[config.mk]
export PLATFORM = sky130hd
export DESIGN_NAME = piso_stream_ser_flat
export DESIGN_NICKNAME = d
export VERILOG_FILES = /design/src/rtl/piso_stream_ser_pkg.sv /design/src/rtl/piso_stream_ser_if.sv /design/src/rtl/piso_bit_cnt.sv /design/src/rtl/piso_stream_ser.sv /design/src/flat_wrapper.sv
export SDC_FILE = /design/constraint.sdc
export NUM_CORES = 1
export LEC_CHECK = 0
export CORE_MARGIN = 5
export CORE_UTILIZATION = 54
export DETAILED_ROUTE_END_ITERATION = 7
export GPL_ROUTABILITY_DRIVEN = 0
export GPL_TIMING_DRIVEN = 0
export PLACE_DENSITY_LB_ADDON = 0.08
export SLEW_MARGIN = 20
export SYNTH_ARGS = -nofsm -noshare
export SYNTH_HDL_FRONTEND = slang
export SYNTH_SLANG_ARGS = --single-unit
[constraint.sdc]
create_clock -name clk -period 4.01 [get_ports clk]
set_input_delay 0.401 -clock clk [delete_from_list [all_inputs] [get_ports clk]]
set_output_delay 0.401 -clock clk [all_outputs]
set_load 0.02 [all_outputs]
[src/rtl/piso_stream_ser_pkg.sv]
// Shared types and helpers for the piso_stream_ser serializer.
package piso_stream_ser_pkg;

  localparam int unsigned DEF_WIDTH = 8;

  typedef enum logic [1:0] {
    ST_IDLE   = 2'd0,
    ST_DATA   = 2'd1,
    ST_PARITY = 2'd2
  } state_e;

  // Number of serial symbols in one frame.
  function automatic int unsigned frame_len(input int unsigned width, input bit parity_en);
    return width + (parity_en ? 32'd1 : 32'd0);
  endfunction

endpackage

[src/rtl/piso_stream_ser_if.sv]
// Load handshake and serial output bundle between a word source and the serializer.
interface piso_stream_ser_if #(
  parameter int unsigned WIDTH = 8
) ();

  logic [WIDTH-1:0] data_i;
  logic             load_valid_i;
  logic             load_ready_o;
  logic             shift_en_i;
  logic             serial_o;
  logic             valid_o;
  logic             last_o;

  modport master (
    output data_i, load_valid_i, shift_en_i,
    input  load_ready_o, serial_o, valid_o, last_o
  );

  modport slave (
    input  data_i, load_valid_i, shift_en_i,
    output load_ready_o, serial_o, valid_o, last_o
  );

endinterface

[src/rtl/piso_bit_cnt.sv]
// Down-counter with synchronous load, enable and zero flag; saturates at zero.
module piso_bit_cnt #(
  parameter int unsigned CNT_W = 4
) (
  input  logic             clk,
  input  logic             rst_n,
  input  logic             load_i,
  input  logic [CNT_W-1:0] load_val_i,
  input  logic             en_i,
  output logic [CNT_W-1:0] cnt_o,
  output logic             zero_c
);

  logic [CNT_W-1:0] cnt_q, cnt_d;

  always_comb begin
    cnt_d = cnt_q;
    if (load_i) begin
      cnt_d = load_val_i;
    end else if (en_i && (cnt_q != '0)) begin
      cnt_d = cnt_q - CNT_W'(1);
    end
  end

  always_ff @(posedge clk or negedge rst_n) begin
    if (!rst_n) begin
      cnt_q <= '0;
    end else begin
      cnt_q <= cnt_d;
    end
  end

  assign cnt_o  = cnt_q;
  assign zero_c = (cnt_q == '0);

endmodule

[src/rtl/piso_stream_ser.sv]
// Parallel-in/serial-out serializer: ready/valid word load, selectable bit order,
// optional trailing parity symbol, shift-enable stalling and gapless back-to-back frames.
module piso_stream_ser
  import piso_stream_ser_pkg::*;
#(
  parameter int unsigned WIDTH      = DEF_WIDTH,
  parameter bit          LSB_FIRST  = 1'b0,
  parameter bit          PARITY_EN  = 1'b1,
  parameter bit          PARITY_ODD = 1'b0
) (
  input logic              clk,
  input logic              rst_n,
  piso_stream_ser_if.slave bus
);

  localparam int unsigned      CNT_W     = $clog2(WIDTH + 1);
  localparam int unsigned      FRAME_LEN = frame_len(WIDTH, PARITY_EN);
  localparam logic [CNT_W-1:0] CNT_INIT  = CNT_W'(FRAME_LEN - 1);

  state_e           state_q, state_d;
  logic [WIDTH-1:0] shreg_q, shreg_d;
  logic [WIDTH-1:0] shreg_adv;
  logic             par_q, par_d;
  logic             serial_q, serial_d;
  logic             valid_q, valid_d;
  logic             last_q, last_d;
  logic             cnt_load, cnt_en;
  logic [CNT_W-1:0] cnt;
  logic             cnt_zero;
  logic             load_ready_c;
  logic             accept_c;

  // Counter holds the number of symbols still to come after the one on serial_o.
  piso_bit_cnt #(.CNT_W(CNT_W)) u_bit_cnt (
    .clk        (clk),
    .rst_n      (rst_n),
    .load_i     (cnt_load),
    .load_val_i (CNT_INIT),
    .en_i       (cnt_en),
    .cnt_o      (cnt),
    .zero_c     (cnt_zero)
  );

  assign load_ready_c = (state_q == ST_IDLE) | (last_q & bus.shift_en_i);
  assign accept_c     = bus.load_valid_i & load_ready_c;
  assign shreg_adv    = LSB_FIRST ? (shreg_q >> 1) : (shreg_q << 1);

  always_comb begin
    state_d  = state_q;
    shreg_d  = shreg_q;
    par_d    = par_q;
    serial_d = serial_q;
    valid_d  = valid_q;
    last_d   = last_q;
    cnt_load = 1'b0;
    cnt_en   = 1'b0;

    if (accept_c) begin
      // New word: first symbol appears next cycle, parity captured now.
      state_d  = ST_DATA;
      shreg_d  = bus.data_i;
      par_d    = (^bus.data_i) ^ PARITY_ODD;
      serial_d = LSB_FIRST ? bus.data_i[0] : bus.data_i[WIDTH-1];
      valid_d  = 1'b1;
      last_d   = 1'b0;
      cnt_load = 1'b1;
    end else begin
      unique case (state_q)
        ST_DATA, ST_PARITY: begin
          if (bus.shift_en_i) begin
            if (cnt_zero) begin
              state_d  = ST_IDLE;
              serial_d = 1'b0;
              valid_d  = 1'b0;
              last_d   = 1'b0;
            end else begin
              cnt_en = 1'b1;
              last_d = (cnt == CNT_W'(1));
              if (PARITY_EN && (cnt == CNT_W'(1))) begin
                state_d  = ST_PARITY;
                serial_d = par_q;
              end else begin
                shreg_d  = shreg_adv;
                serial_d = LSB_FIRST ? shreg_adv[0] : shreg_adv[WIDTH-1];
              end
            end
          end
        end
        default: ;
      endcase
    end
  end

  always_ff @(posedge clk or negedge rst_n) begin
    if (!rst_n) begin
      state_q  <= ST_IDLE;
      shreg_q  <= '0;
      par_q    <= 1'b0;
      serial_q <= 1'b0;
      valid_q  <= 1'b0;
      last_q   <= 1'b0;
    end else begin
      state_q  <= state_d;
      shreg_q  <= shreg_d;
      par_q    <= par_d;
      serial_q <= serial_d;
      valid_q  <= valid_d;
      last_q   <= last_d;
    end
  end

  assign bus.load_ready_o = load_ready_c;
  assign bus.serial_o     = serial_q;
  assign bus.valid_o      = valid_q;
  assign bus.last_o       = last_q;

endmodule

[src/flat_wrapper.sv]
// flat-port wrapper written by rule: the top's interface ports become plain ports
module piso_stream_ser_flat import piso_stream_ser_pkg::*;
#(
  parameter int unsigned WIDTH      = DEF_WIDTH,
  parameter bit          LSB_FIRST  = 1'b0,
  parameter bit          PARITY_EN  = 1'b1,
  parameter bit          PARITY_ODD = 1'b0
)
  (clk, rst_n, bus_data_i, bus_load_valid_i, bus_shift_en_i, bus_load_ready_o, bus_serial_o, bus_valid_o, bus_last_o);
  piso_stream_ser_if #(.WIDTH(WIDTH)) bus_i ();
  input logic clk;
  input logic rst_n;
  input wire logic [$bits(bus_i.data_i)-1:0] bus_data_i;
  input wire logic [$bits(bus_i.load_valid_i)-1:0] bus_load_valid_i;
  input wire logic [$bits(bus_i.shift_en_i)-1:0] bus_shift_en_i;
  output wire logic [$bits(bus_i.load_ready_o)-1:0] bus_load_ready_o;
  output wire logic [$bits(bus_i.serial_o)-1:0] bus_serial_o;
  output wire logic [$bits(bus_i.valid_o)-1:0] bus_valid_o;
  output wire logic [$bits(bus_i.last_o)-1:0] bus_last_o;
  assign bus_i.data_i = bus_data_i;
  assign bus_i.load_valid_i = bus_load_valid_i;
  assign bus_i.shift_en_i = bus_shift_en_i;
  assign bus_load_ready_o = bus_i.load_ready_o;
  assign bus_serial_o = bus_i.serial_o;
  assign bus_valid_o = bus_i.valid_o;
  assign bus_last_o = bus_i.last_o;
  piso_stream_ser #(.WIDTH(WIDTH), .LSB_FIRST(LSB_FIRST), .PARITY_EN(PARITY_EN), .PARITY_ODD(PARITY_ODD)) u_core (.clk(clk), .rst_n(rst_n), .bus(bus_i));
endmodule
==> results.json, run 1 <==
{
  "drt_first_pass_iters": 4,
  "syn-cell-area_um2": 919.6,
  "core_um2": 1670,
  "slew_viol_final": 0,
  "cts_buffers": 3,
  "ys_ff_latch": 17,
  "dieArea_um2": 2628,
  "power.total_uw": 750.7,
  "ios": 16,
  "synth.most_common_cell": "dfrtp_1",
  "post_cts_resized": 0,
  "end_kind": "primary output",
  "arrival_ns": 1.70,
  "yosysTopAreaCellShare_pct": 46.26,
  "critPathLaunchType": "input port",
  "hp-class": "reg2reg",
  "ys_types": 24,
  "vias": 701,
  "p_leak_uw": 0.0004941,
  "synth_top_area_cell": "dfrtp_1",
  "initialDrtViolationCount": 3,
  "synth_cells": 92,
  "synth_area_leaders": "dfrtp_1 46%, xnor2_1 9.5%, mux2i_1 6.5%, ha_1 5.4%, nand2_1 5.3%",
  "grt_overflow_total": 0,
  "initial_core_util_pct": 55.06,
  "cts_sinks": 17,
  "synth_compound_area_share_pct": 17.01,
  "worstPathRequired_ns": 3.61,
  "peakVddDrop_mv": 0.5380,
  "drc_errors": 0,
  "root_buffer": "clkbuf_4",
  "dieHeight_um": 51.27,
  "yosys-top-cells-count": "17 x dfrtp_1, 13 x nand2_1, 10 x xnor2_1, 6 x mux2i_1, 6 x nor2_1",
  "synth_edf_count": 0,
  "timing.critical_path.buf_inv": 2,
  "synth-simple-area-share_pct": 12.38,
  "period_minus_slack_ns": 2.104,
  "synth_top_family_by_area": "compound AO/OA/AOI/OAI gates",
  "cap_violations": 0,
  "crit_chain": "clkdlybuf4s50_1 -> a21o_1 -> clkdlybuf4s50_1",
  "grt_pass1_vias": 727,
  "p_per_area_nw_per_um2": 671.8,
  "drt-total-wl_um": 1744,
  "status": "completed",
  "insertion_delay_ns": 0.29,
  "vias_per_cell": 5.477,
  "grt_setup_unrepaired": "false",
  "grt_pass1_wl_um": 3132,
  "synth_async_sr_flop_share_pct": 100.0,
  "layout.nets": 128,
  "fp.dieW_um": 51.27,
  "n_antenna_cell": 0,
  "synth_xor_area_share_pct": 9.524,
  "yosysWarnings": 0,
  "cts_hold_buf": 0,
  "fmax_ghz": 0.4752,
  "setup_viol": 0,
  "antenna_left": 0,
  "worst_path_max_delay_cell": "clkdlybuf4s50_1",
  "ctsHtreeMaxLevel": 1,
  "setup_ws_ns": 1.906,
  "placed_cells": 124,
  "clk_pin_slew_worst_paths_ns": 0.10,
  "final_layout_size_suffix_gt1_share_pct": 6.306,
  "wl_per_cell_um": 13.63,
  "final_cells": 128,
  "cpMostUsedCell": "clkdlybuf4s50_1",
  "synth_flop_cell": "dfrtp_1",
  "cp_max_fo": 3,
  "yosysSeqAreaShare_pct": 46.26,
  "relSlewSlack_pct": 49.89,
  "fin_skew_ns": 0.003028,
  "fin_setup_tns_ns": 0,
  "grt_start_max_net_pins": 18,
  "crit_type": "in2out",
  "grt_util_all_layers_pct": 16.14,
  "synth-adder-area-share_pct": 5.442,
  "cts_tree": "yes",
  "num_rows": 15,
  "io_buffers": 15,
  "period_share_pct": 52.48,
  "synth_nets": 108,
  "dp_worst_setup_slack_ns": 1.907,
  "area_growth_pct": 21.50,
  "hold_violations": 0,
  "avgSynthCellArea_um2": 9.996,
  "synthMuxAreaShare_pct": 6.531,
  "cp_slowest_stage_delay_ns": 0.60,
  "max-clock-path-buffers": 2,
  "tightest_slew_ns": 0.7493,
  "post_cts_buffers": 0,
  "crit_family": "buffers and inverters",
  "dp_hpwl_um": 1333,
  "grt_antenna_before_repair": 0
}
## state kept, by name, summed over array words and instances, names as in the netlist
| signal | count |
|---|---|
| u_core.u_bit_cnt.cnt_o | 4 |
| u_core.state_q | 2 |
| u_core.bus.valid_o | 1 |
| u_core.bus.last_o | 1 |
| u_core.par_q | 1 |
| u_core.shreg_q | 7 |
| u_core.bus.serial_o | 1 |
## worst register-to-register path, delay by kind of cell, from the launching register on
kind                       cells  cell delay, ns
buffers and inverters          1            0.10
DFF                            1            0.43
muxes                          1            0.28
adders and majority gates      1            0.27
AOI/OAI and AO/OA              2            0.53
and+or+nand+nor                1            0.08
## kinds of logic (layout without fill, tap and decap cells)
family / count (synthesis) / count (layout)
xor gates and xnor gates: 10 / 10
AOI/OAI and AO/OA: 22 / 22
and+or+nand+nor: 26 / 26
muxes: 6 / 6
DFF: 17 / 17
adders and majority gates: 4 / 4
buffers and inverters: 7 / 26
## area by class of cell
| cell class | instances | area [µm²] |
|---|---|---|
| sequential | 17 | 425.4 |
| clock buffer | 4 | 26.28 |
| inverter | 5 | 18.77 |
| tap | 17 | 21.27 |
| fill | 149 | 553.0 |
| timing repair buffer | 15 | 150.1 |
| buffer | 2 | 7.507 |
| multi-input combinational | 68 | 467.9 |
## power breakdown
part           leakage (µW)  internal [µW]  switching [µW]
Sequential         0.000208            245            54.6
Combinational      0.000271            165             193
Clock             0.0000150           38.7            54.0
Total              0.000494            449             302
## stage by stage
step | area [µm²] | util (%) | hold WS, ns
CTS | 1117 | 66.89 | 0.4980
finish | 1117 | 66.89 | 0.4945
floorplan | 919.6 | - | 0.1054
global route | 1117 | 66.89 | 0.5345
global placement | 1091 | 65.32 | 0.4654
detailed placement | 1091 | 65.32 | 0.4700
## worst paths after layout
check	end	slack, ns	from	cells past startpoint
max	bus_load_ready_o	1.91	bus_shift_en_i	3
min	u_core.par_q	0.49	u_core.par_q	2
max reg2reg	u_core.shreg_q[1]	2.20	u_core.u_bit_cnt.cnt_o[0]	6
min reg2reg	u_core.par_q	0.49	u_core.par_q	2
max in group asynchronous	u_core.shreg_q[2]	3.00	rst_n	1
min in group asynchronous	u_core.state_q[1]	0.54	rst_n	1
## metal layers
layer  wire length (µm)  share of wire [%]  track usage (%)  vias up
met5                  0                  0                0        -
met4                 30                1.7            7.860        0
met3                 73                4.2            4.373        4
met2                831                 48            25.75       14
met1                808                 46            20.07      328
li1                   -                  -                -      355
## layout by cell type, fill, tap and decap left out
cell type and n:
nand2_1 13, mux2i_1 6, o21ai_1 5, xnor2_1 10, a21boi_0 1, clkbuf_1 3, and2_1 1, o21ai_0 3
a21oi_1 4, ha_1 4, and3_2 1, clkbuf_4 3, dfrtp_1 17, or3_1 1, a211oi_1 4, nor4_1 1
nor3_1 1, o311ai_4 1, clkdlybuf4s50_1 15, nor2_1 6, inv_1 5, a21o_1 2, o21ai_2 1, a32oi_1 1
nor2_2 1, nand3_1 1
(Power assumes the default switching activity.)
==> run 2: changes to the inputs <==
- CORE_UTILIZATION: 54 -> 50
- clock period: 4.01 -> 2.1 ns (I/O delays scaled with it)
==> results.json, run 2 (synthesized netlist as in run 1, its figures left out) <==
{
  "status": "completed",
  "clkPwrFrac_pct": 12.3,
  "p_leak_uw": 0.0004968,
  "fin_skew_ns": 0.009600,
  "final_util_pct": 64.66,
  "critPathLaunchType": "flop",
  "cts_sinks": 17,
  "vias_per_cell": 5.235,
  "antenna_left": 0,
  "fp.dieW_um": 52.89,
  "cp_slowest_stage_delay_ns": 0.61,
  "tightest_slew_ns": 0.7512,
  "p_comb_share_pct": 48.0,
  "r2r_cells": 6,
  "crit_type": "reg2out",
  "drt_first_pass_iters": 4,
  "core_um2": 1745,
  "final_common_cell": "dfrtp_1",
  "grt_pass1_vias": 729,
  "drc_errors": 0,
  "r2r-end": "u_core.shreg_q[2]",
  "vias": 712,
  "cp.depth": 4,
  "grt_start_max_net_pins": 18,
  "placed_area_um2": 1101,
  "power_switching_uw": 585.3,
  "cts_buffers": 3,
  "n_fill_cell": 164,
  "hold_violations": 0,
  "globalRouteMet1Util_pct": 18.90,
  "cap_violations": 0,
  "sw_frac_of_total_pct": 40.65,
  "grt_setup_unrepaired": "false",
  "timing.critical_path.buf_inv": 2,
  "max-clock-path-buffers": 2,
  "ios": 16,
  "post_cts_buffers": 0,
  "final_cell_mix": "17 x dfrtp_1, 15 x clkdlybuf4s50_1, 13 x nand2_1",
  "setup_viol": 0,
  "fin_area_um2": 1129,
  "root_buffer": "clkbuf_4",
  "grt_util_met2_pct": 25.41,
  "end_kind": "primary output",
  "dp_hpwl_um": 1378,
  "crit_family": "buffers and inverters",
  "reg2reg_setup_slack_ns": 0.31,
  "crit_start": "u_core.state_q[1]",
  "fin_setup_tns_ns": 0,
  "cp_max_fo": 3,
  "largest_register_ffs": 7,
  "dieHeight_um": 52.89,
  "grt_overflow_total": 0,
  "relSlewSlack_pct": 49.77,
  "cts_hold_buf": 0,
  "crit_chain": "inv_1 -> ha_1 -> a21o_1 -> clkdlybuf4s50_1",
  "initialDrtViolationCount": 15,
  "ctsHtreeMaxLevel": 1,
  "period_minus_slack_ns": 1.800,
  "arrival_ns": 1.59,
  "grt_pass1_wl_um": 3036,
  "seq_power_share_pct": 39.6,
  "dieArea_um2": 2797,
  "layout.nets": 128,
  "use_met3_pct": 3.380,
  "worst_path_max_delay_cell": "clkdlybuf4s50_1",
  "p_per_area_nw_per_um2": 1276,
  "num_rows": 15,
  "peakVddDrop_mv": 0.7964,
  "clk_pin_slew_worst_paths_ns": 0.11,
  "intPower_uw": 854.5,
  "drt-total-wl_um": 1783,
  "critPathCapture": "bus_load_ready_o",
  "io_buffers": 15,
  "area_growth_pct": 22.72,
  "post_cts_resized": 0,
  "cts_tree": "yes",
  "period_share_pct": 85.72,
  "holdWs_ns": 0.3484,
  "insertion_delay_ns": 0.29,
  "busiest_layer": "met2",
  "max_flop_register": "u_core.shreg_q",
  "n_antenna_cell": 0,
  "final_layout_size_suffix_gt1_share_pct": 7.207,
  "r2r_start": "u_core.u_bit_cnt.cnt_o[0]",
  "worstPathRequired_ns": 1.89,
  "grt_antenna_before_repair": 0,
  "initial_core_util_pct": 52.69,
  "grt_util_all_layers_pct": 15.28,
  "fmax_ghz": 0.5555,
  "slew_viol_final": 0,
  "hp-class": "in2async",
  "wl_per_cell_um": 13.11
}
## run 2: changes by cell type in the layout (fill, tap and decap cells not counted), sizes merged
cell / before / now
clkbuf: 6 / 5
clkinv: 0 / 1
## run 2: layout make-up
type / instances / area, µm² / area share (%)
Tap cell: 25 / 31.28 / 2.772
Clock inverter: 1 / 5.005 / 0.4435
Timing Repair Buffer: 15 / 150.1 / 13.30
Clock buffer: 3 / 22.52 / 1.996
Sequential cell: 17 / 425.4 / 37.69
Inverter: 5 / 18.77 / 1.663
Buffer: 2 / 7.507 / 0.6652
Multi-Input combinational cell: 68 / 467.9 / 41.46
## run 2: through the flow
step	setup WS (ns)	std cells	power, µW
after floorplan	0.4854	92	1069
after global placement	0.3325	132	1248
after detailed placement	0.2977	132	1275
after CTS	0.2708	136	1459
after global routing	0.1833	136	1572
final	0.3000	136	1440
## run 2: per-layer routing
layer	vias to the layer above	wire [µm]	share of wire, %
met5	-	0	0
met4	0	0	0
met3	0	106	5.9
met2	18	888	50
met1	338	787	44
li1	356	-	-
## run 2: how the worst min path moves through the flow
stage,start,end,slack (ns),depth (start not counted)
after floorplan,rst_n,u_core.bus.last_o,-0.09,0
after global placement,u_core.bus.valid_o,u_core.bus.valid_o,0.46,1
after detailed placement,u_core.par_q,u_core.par_q,0.47,2
after CTS,rst_n,u_core.bus.last_o,0.37,1
after global routing,rst_n,u_core.bus.serial_o,0.42,1
final,rst_n,u_core.bus.last_o,0.35,1
## run 2: power by group through the flow
stage / clock network [µW] / registers [µW] / logic (µW)
CTS: 187 / 571 / 701
global placement: 0 / 573 / 675
global route: 201 / 595 / 776
finish: 178 / 570 / 692
floorplan: 0 / 580 / 490
detailed placement: 0 / 578 / 697
## run 2: worst register-to-register path, delay by kind of cell, from the launching register on
family                   cells  cell delay (ns)
adder cells (fa/ha/maj)      1             0.28
buffers and inverters        1             0.10
AND/OR/NAND/NOR              1             0.08
flip-flops                   1             0.42
AO/OA/AOI/OAI                2             0.54
multiplexers                 1             0.26
==> run 3: changes to the inputs <==
==> constraint.sdc (replaced) <==
create_clock -name clk -period 2.1 [get_ports clk]
set_input_delay 0.315 -clock clk [delete_from_list [all_inputs] [get_ports clk]]
set_output_delay 0.315 -clock clk [all_outputs]
set_load 0.02 [all_outputs]
==> results of run 3 <==
Same layout as run 2 (identical final DEF). Status: completed.
Among the figures that moved: setup slack after placement 0.2977 ns -> 0.1599 ns; setup slack after layout 0.3000 ns -> 0.1582 ns; hold slack 0.3484 ns -> 0.4534 ns; start point of the critical path u_core.state_q[1] -> bus_shift_en_i
